===== src/rtl/ps2_mouse_init_ctrl.sv =====
// ps2_mouse_init_ctrl: PS/2 mouse bring-up sequencer (reset, BAT, ID, enable streaming)
// with resend/timeout handling and bounded retries.
module ps2_mouse_init_ctrl #(
  parameter int ACK_TIMEOUT_CYC = 1000000,
  parameter int BAT_TIMEOUT_CYC = 37500000,
  parameter int MAX_RETRY       = 3,
  parameter int TMR_W           = 26
) (
  input  logic       clk_50,
  input  logic       reset,
  input  logic       start,
  output logic [7:0] tx_byte,
  output logic       tx_valid,
  input  logic       tx_ready,
  input  logic       tx_error,
  input  logic [7:0] rx_byte,
  input  logic       rx_valid,
  output logic       stream_enable,
  output logic       busy,
  output logic       fail,
  output logic [2:0] err_code,
  output logic [1:0] retry_cnt
);
  typedef enum logic [3:0] {
    IDLE, SEND_RST, W_ACK_RST, W_BAT, W_ID, SEND_EN, W_ACK_EN, STREAM, FAIL
  } state_t;
  localparam logic [TMR_W-1:0] ACK_LAST  = TMR_W'(ACK_TIMEOUT_CYC - 1);
  localparam logic [TMR_W-1:0] BAT_LAST  = TMR_W'(BAT_TIMEOUT_CYC - 1);
  localparam logic [1:0]       RETRY_MAX = 2'(MAX_RETRY);
  state_t           state, nxt, rt_to;
  logic [TMR_W-1:0] timer;
  logic [1:0]       retry_n;
  logic [2:0]       err_n, rt_err;
  logic             waiting, timeout, rt;
  assign waiting = state inside {W_ACK_RST, W_BAT, W_ID, W_ACK_EN};
  assign timeout = waiting && timer == (state == W_BAT ? BAT_LAST : ACK_LAST);
  always_ff @(posedge clk_50) begin
    if (reset) begin
      state     <= IDLE;
      timer     <= '0;
      retry_cnt <= '0;
      err_code  <= '0;
    end else begin
      state     <= nxt;
      timer     <= (nxt != state || !waiting) ? '0 : timer + TMR_W'(1);
      retry_cnt <= retry_n;
      err_code  <= err_n;
    end
  end
  // Terminating rx events take priority over a coincident timeout; tx_error beats rx.
  always_comb begin
    nxt     = state;
    retry_n = retry_cnt;
    err_n   = err_code;
    rt      = 1'b0;
    rt_to   = SEND_RST;
    rt_err  = 3'd1;
    case (state)
      IDLE, STREAM, FAIL: if (start) begin
        nxt     = SEND_RST;
        retry_n = '0;
        err_n   = '0;
      end
      SEND_RST: if (tx_ready) nxt = W_ACK_RST;
      SEND_EN:  if (tx_ready) nxt = W_ACK_EN;
      W_ACK_RST, W_ACK_EN: begin
        if (tx_error || (rx_valid && rx_byte == 8'hFE)) begin
          rt     = 1'b1;
          rt_to  = state == W_ACK_RST ? SEND_RST : SEND_EN;
          rt_err = 3'd6;
        end else if (rx_valid && rx_byte == 8'hFA) begin
          nxt = state == W_ACK_RST ? W_BAT : STREAM;
        end else if (rx_valid && rx_byte == 8'hFC) begin
          nxt   = FAIL;
          err_n = 3'd4;
        end else if (timeout) begin
          rt = 1'b1;
        end
      end
      W_BAT: begin
        if (rx_valid && rx_byte == 8'hAA) begin
          nxt = W_ID;
        end else if (rx_valid && rx_byte == 8'hFC) begin
          nxt   = FAIL;
          err_n = 3'd3;
        end else if (timeout) begin
          rt     = 1'b1;
          rt_err = 3'd2;
        end
      end
      W_ID: begin
        if (rx_valid) begin
          nxt   = rx_byte == 8'h00 ? SEND_EN : FAIL;
          err_n = rx_byte == 8'h00 ? err_code : 3'd5;
        end else if (timeout) begin
          rt = 1'b1;
        end
      end
      default: nxt = IDLE;
    endcase
    if (rt) begin
      nxt     = retry_cnt < RETRY_MAX ? rt_to : FAIL;
      retry_n = retry_cnt < RETRY_MAX ? retry_cnt + 2'd1 : retry_cnt;
      err_n   = retry_cnt < RETRY_MAX ? err_code : rt_err;
    end
  end
  assign tx_valid      = state == SEND_RST || state == SEND_EN;
  assign tx_byte       = state == SEND_RST ? 8'hFF : state == SEND_EN ? 8'hF4 : 8'h00;
  assign busy          = !(state inside {IDLE, STREAM, FAIL});
  assign stream_enable = state == STREAM;
  assign fail          = state == FAIL;
endmodule


===== config.mk =====
export PLATFORM = sky130hd
export DESIGN_NAME = ps2_mouse_init_ctrl
export DESIGN_NICKNAME = d
export VERILOG_FILES = /design/src/rtl/ps2_mouse_init_ctrl.sv
export SDC_FILE = /design/constraint.sdc
export NUM_CORES = 1
export LEC_CHECK = 0
export CAP_MARGIN = 15
export CORE_ASPECT_RATIO = 0.75
export CORE_MARGIN = 8
export CORE_UTILIZATION = 62
export CTS_BUF_LIST = sky130_fd_sc_hd__clkbuf_8
export DETAILED_ROUTE_END_ITERATION = 10
export PLACE_DENSITY = 0.88
export SETUP_SLACK_MARGIN = 0.2
export SYNTH_ARGS = -nofsm -noshare
export SYNTH_HDL_FRONTEND = slang
export SYNTH_SLANG_ARGS = --single-unit

===== constraint.sdc =====
create_clock -name clk_50 -period 4.6 [get_ports clk_50]
set_input_delay 0.69 -clock clk_50 [delete_from_list [all_inputs] [get_ports clk_50]]
set_output_delay 0.69 -clock clk_50 [all_outputs]
set_load 0.05 [all_outputs]

==> impl_metrics.toml <==
[run]
max-cap-violations = 0

[power]
power_density_nw_per_um2 = 275.4
max-vdd-ir-drop_v = 0.0001989
leakage_nw = 0.8753
finalPower_uw = 748.9

[drt]
wl_mm = 5.679
firstDrtPassIters = 7
drt_iter0_drc = 199
drc = 0
via_count = 2142
via_per_inst = 6.120
antenna_left = 0
wire_per_inst_um = 16.23

[grt]
grt_usage_pct = 19.00
antenna_found_initial = 0
first_global_vias = 2010
grt_overflow = 0
grt_max_degree = 27
grt_pass1_wl_mm = 9.473

[synth]
ys_types = 62
synthDominantCellAreaShare_pct = 29.02
syn_area_sq_um = 2415
yosysWarnings = 0
ys.flop_type = "dfxtp_1"
syn_avg_cell_area_sq_um = 8.594
postSynthCellCount = 281
synthesis.nets = 297
synth_area_leaders = "dfxtp_1 (29%), nor3_2 (8.3%), xor2_1 (6.2%)"
ys_ff_latch = 35
yosysSeqAreaShare_pct = 29.02
yosys.area.top_type = "dfxtp_1"
async_flop_share_pct = 0
synth_edf_count = 0

[hold_path]
holdPathEnd = "timer[0]"
hold_depth = 1
hp-start = "timer[0]"
holdCritPathClass = "reg -> reg"

[finish]
fin_area_sq_um = 2719
final_util_pct = 73.31
drive_above_1_share_pct = 13.76
instances_no_fill = 350
areaGrowthSynthToFinish_pct = 12.59
num-nets-final = 313
fillers = 295
antenna_cells = 0

[clocking]
cts_setup_buffers = 0
insertion_delay_ns = 0.29
cts_buffers = 5
root_buffer = "clkbuf_8"
cts_tree = "built"
htree_num_levels = 2
ctsResizeCount = 0
cts_buffer_depth = 2
path_clk_slew_ns = 0.07
cts_sinks = 35
hold_buffers = 0

[sta]
setup_viol = 0
skew_ns = 0.004448
hold_viol_final = 0
fin_crit_sh_pct = 75.45
tightest_slew_ns = 0.8440
slew_viol_final = 0
max_slew_margin_pct = 43.60
setup_ws_ns = 1.129
finalCriticalPeriod_ns = 3.471
fin_setup_tns_ns = 0
maxClockFrequency_ghz = 0.2881
rsz0062_at_grt = "false"
timing.hold.ws_ns = 0.4789

[status]
outcome = "finished, final reports clean"

[floorplan]
dieHeight_um = 70.05
initial_core_util_pct = 65.11
die_width_um = 88.07
core_area_sq_um = 3709
dieArea_sq_um = 6169
num_rows = 19
ios = 31

[place]
portBuffers = 30
post-place-ws_ns = 1.074
place_area_sq_um = 2634
dp_hpwl_mm = 4.133
dp_cells = 342
gp_congestion = 0.9326

[setup_path]
ff2ff_path_depth = 7
crit_fanout = 17
cp_data_required_time_ns = 3.91
critPathCaptureType = "output pin"
setup.worst_path.start_class = "register"
rr_startpoint = "state[0]"
r2r_slack_ns = 1.26
worstSetupPathType = "reg -> out"
r2r_end = "timer[2]"
arrival_ns = 2.78
[layer usage]
| metal | global-route usage, % | vias up | share of wire [%] |
|---|---|---|---|
| li1 | - | 1060 | - |
| met1 | 26.93 | 976 | 48 |
| met2 | 26.25 | 94 | 42 |
| met3 | 6.425 | 12 | 9.0 |
| met4 | 4.860 | 0 | 1.0 |
| met5 | 0 | - | 0 |
[synthesized netlist by cell type (6+ instances only)]
| library cell | count |
|---|---|
| nor3_2 | 20 |
| nor3_1 | 12 |
| nand4_1 | 9 |
| nand2_1 | 22 |
| buf_4 | 7 |
| xor2_1 | 17 |
| xnor2_1 | 8 |
| clkbuf_1 | 6 |
| nor3b_1 | 6 |
| dfxtp_1 | 35 |
| nor2_1 | 17 |
| nand3_1 | 10 |
| nand2b_1 | 6 |
| a21oi_1 | 11 |
[area by class of cell]
class	count	area (sq um)	share of cell area, %
multi-input cells	220	1549	56.97
flip-flops and latches	35	700.7	25.77
repair buffers	30	300.3	11.04
clock buffers	5	68.82	2.531
well taps	52	65.06	2.393
inverters	5	18.77	0.6903
clock inverters	3	16.27	0.5983
[cell usage in the layout (no fill, tap or decap), types with 3 or more instances in the layout]
| master | n |
|---|---|
| dfxtp_1 | 35 |
| clkdlybuf4s50_1 | 30 |
| nand2_1 | 22 |
| nor3_2 | 20 |
| nor2_1 | 17 |
| xor2_1 | 17 |
| nor3_1 | 12 |
| a21oi_1 | 11 |
| nand3_1 | 10 |
| nand4_1 | 9 |
| xnor2_1 | 8 |
| inv_1 | 6 |
| nor3b_1 | 6 |
| nand2b_1 | 6 |
| and2_1 | 5 |
| and3_1 | 5 |
| clkbuf_8 | 5 |
| or4_1 | 4 |
| or3_1 | 4 |
| a211oi_1 | 4 |
| nor4_1 | 4 |
| o21ai_0 | 4 |
| nor2b_1 | 3 |
| nand3b_1 | 3 |
[kinds of logic after synthesis]
kind of cell,share of synthesized area [%]
and+or+nand+nor,40.83
AOI/OAI and AO/OA,12.28
DFF,29.02
buffers and inverters,6.839
xor gates and xnor gates,9.067
muxes,0.9326
adders and majority gates,1.036
[worst max-delay path by stage]
stage,start,to,slack (ns),cells past startpoint
after floorplan,state[0],tx_byte[1],0.55,4
after global placement,rx_byte[2],timer[3],1.14,8
after detailed placement,rx_byte[2],timer[8],1.07,8
after CTS,state[0],tx_byte[1],1.12,3
after global routing,state[0],tx_byte[1],0.88,3
final,state[0],tx_byte[1],1.13,3
[state kept, by name, summed over array words and instances, names as in the netlist]
register and flops:
err_code 3, retry_cnt 2, state 4, timer 26
[where the power goes]
part	internal [mW]	switching, mW	leakage [nW]
sequential	0.309	0.0102	0.282
clock	0.103	0.112	0.0453
combinational	0.0702	0.144	0.548
[critical path, cell delays in order (launching register included)]
cell             delay, ns
dfxtp_1               0.63
nor3b_1               0.67
nor2b_1               0.32
clkdlybuf4s50_1       0.86
No activity file was read; power rests on OpenSTA's default activity.
